<file path="src/rtl/instr_loader.sv">
// Byte-serial program loader: packs 4 little-endian bytes per instruction word and writes them to instruction memory.
// Latency: 5 cycles per word with bytes streaming back-to-back (4 accept cycles + 1 write cycle).
// Backpressure: byte_ready drops in IDLE/WRITE/DONE; optional trailer checksum via LOADER_CHECKSUM_EN.
module instr_loader #(
    parameter int DATA_WIDTH = 32,
    parameter int ADDR_WIDTH = 10
) (
    input  logic                  clk,
    input  logic                  rst,
    input  logic                  start,
    input  logic [ADDR_WIDTH:0]   word_count,
    input  logic [7:0]            byte_in,
    input  logic                  byte_valid,
    output logic                  byte_ready,
    output logic                  mem_we,
    output logic [ADDR_WIDTH-1:0] mem_addr,
    output logic [DATA_WIDTH-1:0] mem_data,
    output logic                  busy,
    output logic                  done,
    output logic                  cpu_hold,
    output logic                  chk_err
);

`ifdef LOADER_CHECKSUM_EN
    typedef enum logic [2:0] {IDLE, COLLECT, WRITE, CHECK, DONE} state_t;
`else
    typedef enum logic [2:0] {IDLE, COLLECT, WRITE, DONE} state_t;
`endif

    localparam logic [ADDR_WIDTH:0]   WC_ONE   = {{ADDR_WIDTH{1'b0}}, 1'b1};
    localparam logic [ADDR_WIDTH-1:0] ADDR_ONE = {{(ADDR_WIDTH-1){1'b0}}, 1'b1};

    state_t                state_q, state_d;
    logic [ADDR_WIDTH:0]   wc_q;
    logic [ADDR_WIDTH:0]   ww_q;
    logic [1:0]            bidx_q;
    logic [DATA_WIDTH-1:0] data_q;
    logic [ADDR_WIDTH-1:0] addr_q;
    logic                  accept;
    logic                  start_ok;
    logic                  last_word;

    assign accept    = byte_valid & byte_ready;
    assign start_ok  = start & ((state_q == IDLE) | (state_q == DONE));
    assign last_word = ((ww_q + WC_ONE) == wc_q);

    always_ff @(posedge clk or posedge rst) begin
        if (rst) begin
            state_q <= IDLE;
        end else begin
            state_q <= state_d;
        end
    end

    always_comb begin
        state_d    = state_q;
        byte_ready = 1'b0;
        mem_we     = 1'b0;
        busy       = 1'b0;
        done       = 1'b0;
        case (state_q)
            IDLE, DONE: begin
                done = (state_q == DONE);
                if (start) begin
                    state_d = (word_count == '0) ? DONE : COLLECT;
                end
            end
            COLLECT: begin
                byte_ready = 1'b1;
                busy       = 1'b1;
                if (accept && (bidx_q == 2'd3)) begin
                    state_d = WRITE;
                end
            end
            WRITE: begin
                mem_we = 1'b1;
                busy   = 1'b1;
                if (last_word) begin
`ifdef LOADER_CHECKSUM_EN
                    state_d = CHECK;
`else
                    state_d = DONE;
`endif
                end else begin
                    state_d = COLLECT;
                end
            end
`ifdef LOADER_CHECKSUM_EN
            CHECK: begin
                byte_ready = 1'b1;
                busy       = 1'b1;
                if (accept) begin
                    state_d = DONE;
                end
            end
`endif
            default: state_d = IDLE;
        endcase
    end

    assign cpu_hold = busy;
    assign mem_addr = addr_q;
    assign mem_data = data_q;

    // Datapath; a reset mid-word simply drops the partial word held in data_q.
    always_ff @(posedge clk or posedge rst) begin
        if (rst) begin
            wc_q   <= '0;
            ww_q   <= '0;
            bidx_q <= '0;
            data_q <= '0;
            addr_q <= '0;
        end else begin
            if (start_ok) begin
                wc_q   <= word_count;
                ww_q   <= '0;
                bidx_q <= '0;
                data_q <= '0;
                addr_q <= '0;
            end
            if ((state_q == COLLECT) && accept) begin
                data_q[{bidx_q, 3'b000} +: 8] <= byte_in;
                bidx_q                        <= bidx_q + 2'd1;
            end
            if (state_q == WRITE) begin
                addr_q <= addr_q + ADDR_ONE;
                ww_q   <= ww_q + WC_ONE;
            end
        end
    end

`ifdef LOADER_CHECKSUM_EN
    logic [7:0] sum_q;
    logic       chk_err_q;

    always_ff @(posedge clk or posedge rst) begin
        if (rst) begin
            sum_q     <= '0;
            chk_err_q <= 1'b0;
        end else begin
            if (start_ok) begin
                sum_q     <= '0;
                chk_err_q <= 1'b0;
            end
            if ((state_q == COLLECT) && accept) begin
                sum_q <= sum_q + byte_in;
            end
            if ((state_q == CHECK) && accept) begin
                chk_err_q <= (byte_in != sum_q);
            end
        end
    end

    assign chk_err = chk_err_q;
`else
    assign chk_err = 1'b0;
`endif

endmodule

</file>
<file path="config.mk">
export PLATFORM = sky130hd
export DESIGN_NAME = instr_loader
export DESIGN_NICKNAME = d
export VERILOG_FILES = /design/src/rtl/instr_loader.sv
export SDC_FILE = /design/constraint.sdc
export NUM_CORES = 1
export LEC_CHECK = 0
export BUFFER_PORTS_ARGS = -buffer_cell sky130_fd_sc_hd__buf_4
export CAP_MARGIN = 0
export CELL_PAD_IN_SITES_DETAIL_PLACEMENT = 1
export CELL_PAD_IN_SITES_GLOBAL_PLACEMENT = 2
export CORE_MARGIN = 1.5
export CORE_UTILIZATION = 30
export CTS_CLUSTER_DIAMETER = 50
export CTS_CLUSTER_SIZE = 30
export DETAILED_ROUTE_END_ITERATION = 12
export PLACE_DENSITY_LB_ADDON = 0.08
export RECOVER_POWER = 25
export SYNTH_ARGS = -nofsm -noshare
export SYNTH_HDL_FRONTEND = slang
export SYNTH_SLANG_ARGS = --single-unit
</file>
<file path="constraint.sdc">
create_clock -name clk -period 1.8 [get_ports clk]
set_clock_uncertainty 0.1 [all_clocks]
set_input_delay 0.09 -clock clk [delete_from_list [all_inputs] [get_ports clk]]
set_output_delay 0.09 -clock clk [all_outputs]
set_load 0.02 [all_outputs]
</file>
# == After elaboration in Yosys (flattened, before gate mapping) ==
# Index checks and enable logic that the tools add are counted.
# word_totals
reg_bits,69
latchBits,0
ramBits,0
romBits,0
in_bits,23
out_inout_bits,48
elab_cells,49
memories,0
# classes
n_addsub,4
mul,0
div_mod_pow,0
magnitude_cmp,0
n_eq_ne,7
n_shift,2
mux,18
n_bitwise,3
reduce_logical,9
# ops
op,count
2-to-1 mux 32 bit,2
bitwise mux 32 bit,1
variable shift 8 x 7 -> 32 bit (first input constant),1
variable part select 8 x 7 -> 32 bit,1
2-to-1 mux 11 bit,2
2-to-1 mux 10 bit,2
adder 11 x 1 -> 11 bit (second input constant),1
equality test 11 bit,1
logical NOT 11 bit,1
adder 10 x 1 -> 10 bit (second input constant),1
one-hot mux 3 bit (3 select lines),1
2-to-1 mux 2 bit,4
negator 5 -> 7 bit,1
equality test 3 x 2 -> 1 bit (second input constant),2
2-to-1 mux 3 bit,2
2-to-1 mux 1 bit,4
inequality test 2 bit (second input constant),2
nonzero test 2 bit,2
OR reduction 2 bit,2
equality test 3 x 1 -> 1 bit (second input constant),1
logical NOT 3 bit,1
adder 2 x 1 -> 2 bit (second input constant),1
bitwise AND 1 bit,2
equality test 2 bit (second input constant),1
3 further kinds,4

# == Longest topological paths before layout ==
# Gate-level depths: netlist of the first run.
# logic_depth
ltp_word,6
ltp_mapped,8
depth_no_buf,7

# == Worst setup path after synthesis of the first run ==
# Ideal clock, no wire load.
# synth_path
path_kind,register to register
startpoint,register state_q[1]
endpoint,"register data_q[0], in the netlist mem_data[0]"
setup_time_ns,0.067
arrival_time_ns,1.736
required_ns,1.633
path_slack_ns,-0.103
stages_incl_launch_ff,8
path_buffers,2
synth_period_minus_slack_ns,1.903
cell_sequence,dfrtp_1 -> inv_1 -> ha_1 -> and2_1 -> clkbuf_1 -> and4_1 -> clkbuf_1 -> a22o_1
# synth_between
elab_cells_between_ends,11
classes_between,eq/ne (2); mux (4); bitwise (3); reduce/logical (2)
# synth_rtl
item,line_no,text
from (decl),33,"state_t state_q, state_d;"
from (signal assigned),51,state_q <= state_d;
equality test 3 x 1 -> 1 bit,61,case (state_q)
2-to-1 mux 1 bit,61,
net byte_ready,14,"output logic byte_ready,"
bitwise AND 1 bit,43,assign accept = byte_valid & byte_ready;
logical AND 1 bit,121,if ((state_q == COLLECT) && accept) begin
2-to-1 mux 32 bit,121,
"to (signal, indexed assignment)",122,"data_q[{bidx_q, 3'b000} +: 8] <= byte_in;"
to (decl),37,logic [DATA_WIDTH-1:0] data_q;
# The timed path passes the listed nets, and every way through them passes these cells.
# A chain may end at the register's enable or synchronous reset.

# == Worst setup path in the final report of the first run ==
# layout_path
startpoint,register ww_q[2]
endpoint,register state_q[1]
# layout_between
elab_chain_cells,4
# layout_rtl
item,line_no,text
from (decl),35,logic [ADDR_WIDTH:0] ww_q;
from (signal assigned),127,ww_q <= ww_q + WC_ONE;
adder 11 x 1 -> 11 bit,45,assign last_word = ((ww_q + WC_ONE) == wc_q);
equality test 11 bit,45,
2-to-1 mux 2 bit,78,if (last_word) begin
one-hot mux 3 bit (3 select lines),61,
# Every way passes these cells.

==> out/metrics.yaml, run 1 <==
status: "complete, no violations"
ys_seq_area_share_pct: 51.5
io_buffers: 69
synth_cells: 326
synth_area_sq_mm: 0.00331
power_frac_comb_pct: 47.0
numCtsBuffers: 9
min-delay-start: "start"
fillCellCount: 1225
post-dp-hpwl_um: 7290
synth_area_per_cell_sq_um: 10.1
worst_slew_pin_slew_ns: 1.06
clock.fmax_ghz: 0.559
p_leak_nw: 2.33
cell_internal_pwr_mw: 4.01
vdd_drop_max_mv: 1.05
final_layout_size_suffix_gt1_share_pct: 36.4
ys_types: 42
gp_congestion: 0.722
grt_pass1_vias: 3114
ys.flop_type: "dfrtp_1"
grt_overflow_total: 0
grt_max_degree: 26
grt_use_total_pct: 18.6
cts_tree: "done"
wire_per_inst_um: 17.1
area_growth_pct: 48.1
period_share_pct: 99.4
antenna_found_initial: 0
nNetsFinal: 493
reg2reg_depth: 7
hold_path_depth: 4
setup_viol: 0
crit_chain: "nand3_4 > buf_12 > xnor2_1 > a31oi_1 > o22ai_1 > buf_4 > a41o_1"
required_ns: 1.92
power_frac_seq_pct: 31.4
p_clk_share_pct: 21.6
critPathKind: "flop to flop"
r2r_setup_slack_ns: 0.01
drtPass1Iterations: 5
clock-root-buffer: "clkbuf_8"
hold_class: "primary input to flop"
clk_pin_slew_worst_paths_ns: 0.08
drv_slew: 0
rsz0062_at_grt: "yes"
drv_cap: 0
drtAntennaViolNets: 0
cts_buffer_depth: 2
grt_pass1_wl_um: 16600
fin_cells: 604
critPathArrivalTime_ns: 1.91
ys_ff_latch: 68
worst_r2r_endpoint: "state_q[1]"
startpoint: "ww_q[2]"
dp.cells: 556
start_util_pct: 30.6
finalCriticalPeriod_ns: 1.79
viasPerCell: 4.82
ios: 71
async_reset_ff_share_pct: 100
drt_iter0_markers: 107
syn_nets: 360
p_sw_share_pct: 39.1
finalSetupTns_ns: 0
worstSetupEndpointType: "flop"
power.total_mw: 6.59
crit_slowest_cell: "dfrtp_1"
final_hold_viol_count: 0
htreeDepth: 3
fp.coreArea_sq_mm: 0.0108
yosysWarnings: 0
startpoint_type: "flop"
r2r_start: "ww_q[2]"
multi_input_area_sq_mm: 0.00161
num_antenna_cells: 0
vias: 2914
dieWidth_um: 108
regArea_sq_mm: 0.00171
final_util_pct: 45.4
min_to: "wc_q[1]"
power.switching_mw: 2.58
fp.dieH_um: 108
clock_sinks: 68
dieArea_sq_mm: 0.0117
drc: 0
power_density_mw_per_mm2: 1350
cpPeakStageDelay_ns: 0.46
cp_max_fo: 7
slew_headroom_pct: 29.2
synth_edf_count: 0
wirelength_um: 10400
rows: 38
clock_latency_ns: 0.34
[worst max path at each step]
stage / to / slack [ns]
5_1_grt: state_q[1] / -0.08
2_1_floorplan: state_q[1] / 0.002
6_report: state_q[1] / 0.01
3_3_place_gp: state_q[1] / -0.17
3_5_place_dp: mem_data[13] / -0.22
4_1_cts: state_q[1] / 0.0005
[layout by cell type, fill, tap and decap left out, drive strengths merged, types with 2 or more instances in the layout]
cell type    instances
xnor2               17
and3                 2
clkinv               3
dfrtp               68
a21oi                8
buf                117
clkbuf              11
xor2                 3
o211ai               4
nor3                 2
and4                 3
nand3                8
nand2               64
nand4                3
nor2                21
o31ai                5
dlygate4sd3         21
inv                  9
o21ai               25
nor4                 5
ha                  11
bufinv               2
o22ai                2
a22o                33
and2                 3
[registers in the layout, summed over array words and instances (netlist names)]
name,flops
ww_q,11
wc_q,11
mem_addr,10
mem_data,32
bidx_q,2
state_q,2
[final cells by class]
| cell class | instances | share of cell area [%] |
|---|---|---|
| clock inverter | 7 | 1.97 |
| multi-input combinational | 232 | 32.8 |
| clock buffer | 9 | 2.53 |
| tap | 140 | 3.58 |
| timing repair buffer | 140 | 23.6 |
| inverter | 8 | 0.639 |
| sequential | 68 | 34.8 |
[power groups by stage]
| stage | clock (mW) | combinational [mW] | sequential, mW |
|---|---|---|---|
| after floorplan | 0 | 1.38 | 2.17 |
| after global placement | 0 | 2.60 | 2.08 |
| after detailed placement | 0 | 2.63 | 2.09 |
| after CTS | 1.48 | 2.90 | 2.07 |
| after global routing | 1.54 | 3.40 | 2.10 |
| final | 1.43 | 3.10 | 2.07 |
[worst max-delay path, delay by kind of cell, from the launching register on]
family	cells	cell delay (ns)
DFF	1	0.46
AOI/OAI and AO/OA	3	0.51
buffers and inverters	2	0.31
xor gates and xnor gates	1	0.11
and+or+nand+nor	1	0.16
[timing repair]
item                                   CTS  global route
endpoints found under the hold margin   65             0
pin swaps                                6             8
hold buffers                            21             0
setup buffers                            5             5
setup endpoints to repair               40            43
cloned                                   0             1
gates resized for setup                 19            27
[metal layers]
layer	track usage (%)	vias to the layer above	part of all wire (%)	wire length (um)
li1	-	1418	-	-
met1	25.8	1449	48	4930
met2	30.4	39	49	5080
met3	3.19	8	2.6	265
met4	4.51	0	0.80	83
met5	0	-	0	0
[cells in the mapped netlist, types with 2 or more instances]
cell type | number | area, sq um
dfrtp_1 | 68 | 1700
buf_1 | 3 | 11.3
o31ai_1 | 5 | 37.5
nand4_1 | 2 | 12.5
nand2_1 | 64 | 240
o22ai_1 | 2 | 12.5
buf_4 | 4 | 30.0
a21oi_1 | 8 | 40.0
and3_1 | 2 | 12.5
nor4_1 | 4 | 25.0
xnor2_1 | 17 | 149
xor2_1 | 3 | 26.3
o21ai_0 | 25 | 125
nand3_1 | 6 | 30.0
a22o_1 | 33 | 289
inv_1 | 8 | 30.0
ha_1 | 11 | 138
and4_1 | 3 | 26.3
nor2_1 | 21 | 78.8
and2_1 | 3 | 18.8
o211ai_1 | 4 | 30.0
clkbuf_1 | 10 | 37.5
[logic make-up (layout without fill, tap and decap cells)]
family / Yosys count / in the layout / synth area share, %
XOR/XNOR: 20 / 20 / 5.30
other: 1 / 1 / 0.113
flip-flops: 68 / 68 / 51.5
adder cells (fa/ha/maj): 11 / 11 / 4.16
multiplexers: 1 / 1 / 0.303
buffers and inverters: 26 / 164 / 3.63
AO/OA/AOI/OAI: 83 / 83 / 17.7
AND/OR/NAND/NOR: 116 / 116 / 17.3
[per-stage QoR]
stage	hold WS (ns)	instance area, sq um	setup WS [ns]
2_1_floorplan	0.0954	3320	0.00194
3_3_place_gp	0.0783	4250	-0.167
3_5_place_dp	0.0723	4250	-0.217
4_1_cts	0.0896	4790	0.000529
5_1_grt	0.136	4900	-0.0776
6_report	0.120	4900	0.0114
No activity file was read; power rests on OpenSTA's default activity.
==> run 2, diff against run 1 <==
--- a/config.mk
+++ b/config.mk
@@ -5,13 +5,12 @@
 export SDC_FILE = /design/constraint.sdc
 export NUM_CORES = 1
 export LEC_CHECK = 0
+export ABC_AREA = 1
 export BUFFER_PORTS_ARGS = -buffer_cell sky130_fd_sc_hd__buf_4
 export CAP_MARGIN = 0
-export CELL_PAD_IN_SITES_DETAIL_PLACEMENT = 1
-export CELL_PAD_IN_SITES_GLOBAL_PLACEMENT = 2
 export CORE_MARGIN = 1.5
-export CORE_UTILIZATION = 30
-export CTS_CLUSTER_DIAMETER = 50
+export CORE_UTILIZATION = 50
+export CTS_CLUSTER_DIAMETER = 120
 export CTS_CLUSTER_SIZE = 30
 export DETAILED_ROUTE_END_ITERATION = 12
 export PLACE_DENSITY_LB_ADDON = 0.08
==> run 2 against run 1 <==
  * Worst hold slack lost 0.073 ns
  * Die area shrank 36%
  * Sequential share of layout area is 2.2 points higher
  * Critical path depth rose by 2
  * Global-route usage up 6.2 points
  * Core utilization is 23 points higher
  * Critical path type unchanged
==> out/metrics.yaml, run 2 <==
drtPass1Iterations: 4  # -1
cts_setup_buffers: 0  # -5
grt_max_degree: 33  # +27%
r2r_start: "ww_q[1]"
gp_congestion: 0.813  # +13%
worstSetupEndpointType: "flop"
synth_area_leaders: "dfrtp_1 49%, nand2_1 9.1%, nand3_1 8.6%, inv_1 5.9%, o21ai_0 5.6%"
yosysWarnings: 0  # unchanged
ys_types: 34  # -19%
ios: 71  # unchanged
final_cell_mix: "84 x buf_4, 79 x nand2_1, 67 x dfrtp_1"
synth_cells: 416  # +28%
ys.flop_type: "dfrtp_1"
dpl_cell_area_sq_mm: 0.00422  # -0.74%
fp.dieH_um: 86.4  # -20%
drtAntennaViolNets: 0  # unchanged
period_share_pct: 95.8  # -3.6 points
synth_area_sq_mm: 0.00348  # +5.2%
fp.coreArea_sq_mm: 0.00676  # -37%
regArea_sq_mm: 0.00170  # -0.15%
cp_max_fo: 5  # -2
reg2reg_depth: 9  # +2
hold_class: "primary input to flop"
rows: 30  # -21%
wire_per_inst_um: 14.8  # -14%
power_density_mw_per_mm2: 1260  # -6.1%
vias: 3256  # +12%
min_to: "state_q[1]"
yosys-top-cells-count: "84 x nand2_1, 68 x dfrtp_1, 60 x nand3_1"
clock_sinks: 68  # unchanged
drt_iter0_markers: 166  # +55%
start_util_pct: 51.5  # +21 points
grt_use_total_pct: 24.9  # +6.2 points
mostFrequentLayoutCell: "buf_4"
io_buffers: 69  # unchanged
async_reset_ff_share_pct: 100  # unchanged
startpoint: "ww_q[1]"
worst_r2r_endpoint: "state_q[1]"
dieWidth_um: 86.4  # -20%
rsz0062_at_grt: "yes"
startpoint_type: "flop"
grt_pass1_wl_um: 14500  # -13%
num_antenna_cells: 0  # unchanged
clock.fmax_ghz: 0.580  # +3.8%
cts_tree: "done"
p_leak_nw: 2.30  # -1.6%
finalCriticalPeriod_ns: 1.72  # -0.0649 ns
grt_overflow_total: 0  # unchanged
dieArea_sq_mm: 0.00746  # -36%
setup_viol: 0  # unchanged
synth_top_area_share_pct: 48.9  # -2.5 points
fillCellCount: 577  # -53%
netlist.top_cell.by_area: "dfrtp_1"
synth_edf_count: 0  # unchanged
drv_cap: 0  # unchanged
ys_ff_latch: 68  # unchanged
fin_cells: 601  # -0.50%
clock-root-buffer: "clkbuf_8"
cts_buffer_depth: 2  # unchanged
numCtsBuffers: 9  # unchanged
drv_slew: 0  # unchanged
ys_seq_area_share_pct: 48.9  # -2.5 points
multi_input_area_sq_mm: 0.00157  # -2.5%
vdd_drop_max_mv: 0.928  # -12%
finalInstanceArea_sq_mm: 0.00460  # -6.1%
synth.most_common_cell: "nand2_1"
syn_nets: 450  # +25%
power.total_mw: 5.81  # -12%
htreeDepth: 3  # unchanged
largest_reg_flops: 32  # unchanged
required_ns: 1.97  # +0.05 ns
drc: 0  # unchanged
clk_pin_slew_worst_paths_ns: 0.07  # about the same
wirelength_um: 8870  # -14%
antenna_found_initial: 0  # unchanged
dp.cells: 567  # +2.0%
critPathArrivalTime_ns: 1.90  # about the same
final_layout_size_suffix_gt1_share_pct: 25.0  # -11 points
viasPerCell: 5.42  # +12%
nNetsFinal: 552  # +12%
status: "complete, no violations"
min-delay-start: "start"
area_growth_pct: 32.2
clock_latency_ns: 0.34  # about the same
grt_pass1_vias: 3180  # +2.1%
hold_path_depth: 4  # unchanged
critPathKind: "flop to flop"
final_hold_viol_count: 0  # unchanged
synth_area_per_cell_sq_um: 8.36  # -18%
worst_slew_pin_slew_ns: 0.989  # -0.0683 ns
slew_headroom_pct: 33.7  # +4.6 points
r2r_setup_slack_ns: 0.08  # +0.06 ns
post-dp-hpwl_um: 6250  # -14%
==> run 2: cell count changes in the layout (fill, tap and decap cells not counted), sizes merged, moves of 12 or more <==
cell   before  now
inv         9   54
nand2      64   86
xnor2      17    0
a22o       33    0
o21ai      25   39
o41ai       1   13
nand3       8   62
buf       117   86
==> run 2: cell families after synthesis <==
logic type      after synthesis  synth area share (%)
buf+inv                      72                  8.13
fa+ha+maj                    11                  3.96
simple gates                188                  25.3
xor+xnor                      1                 0.252
mux                           2                 0.612
compound gates               73                  12.7
flops                        68                  48.9
other cells                   1                 0.108
==> run 2: worst max-delay path: stages, from the launching register on <==
cell and delay [ns]:
dfrtp_1 0.37, buf_4 0.14, nand3_1 0.16, nor2_2 0.19, nor2_1 0.06, nor2_1 0.22, xor2_1 0.10, nor2_1 0.09
nand3_1 0.10, a21oi_2 0.12
==> run 2: worst max-delay path by stage <==
stage / slack, ns / depth (start not counted) / end
2_1_floorplan: -0.01 / 7 / mem_data[10]
3_3_place_gp: 0.06 / 9 / mem_data[29]
3_5_place_dp: -0.04 / 6 / mem_data[23]
4_1_cts: 0.03 / 9 / state_q[1]
5_1_grt: -0.08 / 9 / state_q[1]
6_report: 0.08 / 9 / state_q[1]
==> run 2: per-layer routing <==
layer	GRT usage, %	vias to the layer above	wire [um]
met1	29.9	1564	3670
met3	4.38	20	316
met5	0	-	0
met4	11.7	0	210
li1	-	1598	-
met2	43.3	74	4670
==> run 2: power by group <==
| part | internal, mW | switching (mW) | leakage, nW |
|---|---|---|---|
| Clock | 0.516 | 0.556 | 0.0848 |
| Sequential | 1.83 | 0.231 | 0.919 |
| Combinational | 1.01 | 1.67 | 1.29 |
==> run 2: timing repair <==
action                                  in CTS  in global routing
hold buffers                                20                  0
pin swaps                                    0                  0
hold endpoints to repair                    64                  0
endpoints found under the setup margin       9                 34
gates resized for setup                      2                 18
==> run 2: layout make-up <==
type,count,share of cell area [%]
repair buffers,108,18.8
flip-flops and latches,68,37.0
clock buffers,11,3.08
multi-input cells,276,34.1
clock inverters,3,0.327
inverters,55,4.52
well taps,80,2.18
==> run 2: stage by stage <==
stage          TNS, ns  setup slack, ns  utilization (%)  hold slack (ns)
2_1_floorplan   -0.185          -0.0146                -            0.147
3_3_place_gp         0           0.0598             62.4           0.0681
3_5_place_dp    -0.106          -0.0428             62.4           0.0716
4_1_cts              0           0.0302             67.7           0.0381
5_1_grt          -1.52          -0.0793             68.0           0.0754
6_report             0           0.0764             68.0           0.0471
==> run 3, diff against run 2 <==
--- a/config.mk
+++ b/config.mk
@@ -8,7 +8,6 @@
 export ABC_AREA = 1
 export BUFFER_PORTS_ARGS = -buffer_cell sky130_fd_sc_hd__buf_4
 export CAP_MARGIN = 0
-export CORE_MARGIN = 1.5
 export CORE_UTILIZATION = 50
 export CTS_CLUSTER_DIAMETER = 120
 export CTS_CLUSTER_SIZE = 30
==> run 3 against run 2 <==
  * Combinational power about the same
  * Via count is 0.80% higher
  * Power is 3.7% higher
  * Cell area increased by 1.6%
  * Sequential share of layout area shrank 0.57 points
  * Setup slack better by 0.0087 ns
  * Global-route usage grew 0.054 points
  * Worst hold slack worse by 0.016 ns
  * Clock power rose by 19%
  * Fmax rose by 0.51%
==> out/metrics.yaml, run 3 (synthesis results as in run 2) <==
status: "complete, no violations"
p_leak_nw: 2.32  # +1.0%
use_met1_pct: 31.3  # +1.3 points
worst_slew_pin_slew_ns: 0.929  # -0.0594 ns
min-delay-start: "start"
viasPerCell: 5.42  # +0.13%
start_util_pct: 51.5  # unchanged
clock.fmax_ghz: 0.583  # +0.51%
power_frac_seq_pct: 34.6  # -0.8 points
critPathArrivalTime_ns: 1.87  # -0.03 ns
crit_chain: "inv_1 > ha_1 > nand3_1 > o22ai_1"
post-dp-hpwl_um: 6060  # -3.0%
clock-root-buffer: "clkbuf_8"
power.switching_mw: 2.51  # +2.1%
p_clk_share_pct: 21.1  # +2.7 points
cpPeakStageDelay_ns: 0.40  # +0.03 ns
rows: 30  # unchanged
finalCriticalPeriod_ns: 1.71  # -0.00870 ns
crit_buf_inv: 1  # unchanged
crit_slowest_cell: "ha_1"
startpoint_type: "flop"
finalInstanceArea_sq_mm: 0.00467  # +1.6%
vdd_drop_max_mv: 0.737  # -21%
worstSetupEndpointType: "flop"
num_antenna_cells: 0  # unchanged
dieArea_sq_mm: 0.00729  # -2.3%
met2_usage_pct: 42.4  # -0.80 points
clock_sinks: 68  # unchanged
clk_pin_slew_worst_paths_ns: 0.07  # about the same
grt_use_total_pct: 24.9  # +0.054 points
power_frac_comb_pct: 44.3  # -1.8 points
rsz0062_at_grt: "yes"
setup_viol: 0  # unchanged
drc: 0  # unchanged
drtPass1Iterations: 4  # unchanged
cp_max_fo: 8  # +3
dieWidth_um: 85.4  # -1.2%
drv_cap: 0  # unchanged
clock_latency_ns: 0.35  # about the same
mostFrequentLayoutCell: "buf_4"
r2r_start: "bidx_q[0]"
dpl_cell_area_sq_mm: 0.00421  # -0.12%
startpoint: "bidx_q[0]"
period_share_pct: 95.3  # -0.48 points
final_util_pct: 69.1  # +1.1 points
drv_slew: 0  # unchanged
fp.coreArea_sq_mm: 0.00676  # unchanged
power_density_mw_per_mm2: 1290  # +2.1%
antenna_found_initial: 0  # unchanged
largest_reg_flops: 32  # unchanged
io_buffers: 69  # unchanged
ios: 71  # unchanged
slew_headroom_pct: 38.1  # +4.3 points
cell_internal_pwr_mw: 3.52  # +4.9%
drt_iter0_markers: 160  # -3.6%
use_met3_pct: 5.54  # +1.2 points
area_growth_pct: 34.4
gp_congestion: 0.837  # +3.0%
path_delay_family: "adder cells"
final_layout_size_suffix_gt1_share_pct: 25.5  # +0.57 points
htreeDepth: 3  # unchanged
cts_tree: "done"
critPathKind: "flop to flop"
hold_class: "primary input to flop"
wire_per_inst_um: 14.7  # -0.28%
grt_pass1_wl_um: 14100  # -2.4%
grt_pass1_vias: 3133  # -1.5%
p_sw_share_pct: 41.6  # -0.65 points
required_ns: 1.95  # -0.02 ns
drtAntennaViolNets: 0  # unchanged
vias: 3282  # +0.80%
wirelength_um: 8900  # +0.38%
grt_overflow_total: 0  # unchanged
finalSetupTns_ns: 0  # unchanged
final_hold_viol_count: 0  # unchanged
nNetsFinal: 554  # +0.36%
fillCellCount: 543  # -5.9%
fp.dieH_um: 85.4  # -1.2%
busiest_layer: "met2"
numCtsBuffers: 9  # unchanged
final_cell_mix: "88 x buf_4, 78 x nand2_1, 66 x dfrtp_1"
grt_max_degree: 69  # +110%
cts_buffer_depth: 2  # unchanged
run 3: changes by cell type in the layout (fill, tap and decap cells not counted), sizes merged:
| cell | change |
|---|---|
| buf | +2 |
| bufinv | +1 |
| clkbuf | +2 |
| clkinv | -2 |
| clkinvlp | +1 |
run 3: layer usage:
layer | part of all wire, % | vias up
met4 | 1.7 | 0
met3 | 3.9 | 18
met5 | 0 | -
met2 | 50 | 84
met1 | 44 | 1574
li1 | - | 1606
run 3: cell type report:
cell class	count	area, sq um	share of cell area [%]
clock inverter	3	46.3	0.991
sequential	68	1700	36.5
clock buffer	13	149	3.19
multi-input combinational	276	1590	34.0
tap	80	100	2.14
inverter	55	210	4.50
timing repair buffer	110	872	18.7
run 3: power by group through the flow:
| stage | registers [mW] | logic [mW] | clock network [mW] |
|---|---|---|---|
| after CTS | 2.05 | 2.58 | 1.29 |
| after detailed placement | 2.08 | 2.54 | 0 |
| after global routing | 2.12 | 2.93 | 1.36 |
| final | 2.09 | 2.67 | 1.27 |
| after floorplan | 2.17 | 1.56 | 0 |
| after global placement | 2.07 | 2.48 | 0 |
run 3: worst min-delay path, stage by stage:
cell and delay [ns]:
buf_4 0.09, nand2_2 0.10, nand2_1 0.07, o21ai_0 0.07
run 3: path summary, 6_finish.rpt:
path                       depth (start not counted)  slack (ns)           end
min                                                4        0.03       wc_q[1]
max in group asynchronous                          4        0.43       ww_q[2]
max                                                4        0.09   mem_data[0]
min reg2reg                                        1        0.40   mem_addr[9]
min in group asynchronous                          4        0.52  mem_data[17]
max reg2reg                                        4        0.09   mem_data[0]
run 3: per-stage QoR:
stage / hold slack [ns] / worst slack (ns) / power, mW / cells
after floorplan: 0.147 / -0.0146 / 3.72 / 416
after global placement: 0.121 / 0.0651 / 4.55 / 568
after detailed placement: 0.123 / -0.0301 / 4.62 / 568
after CTS: 0.0404 / 0.00681 / 5.93 / 604
after global routing: 0.0656 / -0.0223 / 6.41 / 605
final: 0.0308 / 0.0851 / 6.03 / 605
run 3: what timing repair did:
| action | 4_1_cts | 5_1_grt |
|---|---|---|
| buffers inserted | 0 | 1 |
| cloned | 0 | 0 |
| gates resized for setup | 1 | 22 |
| endpoints found under the hold margin | 111 | 0 |
| endpoints found under the setup margin | 1 | 53 |
| pin swaps | 0 | 2 |
| hold buffers | 20 | 0 |
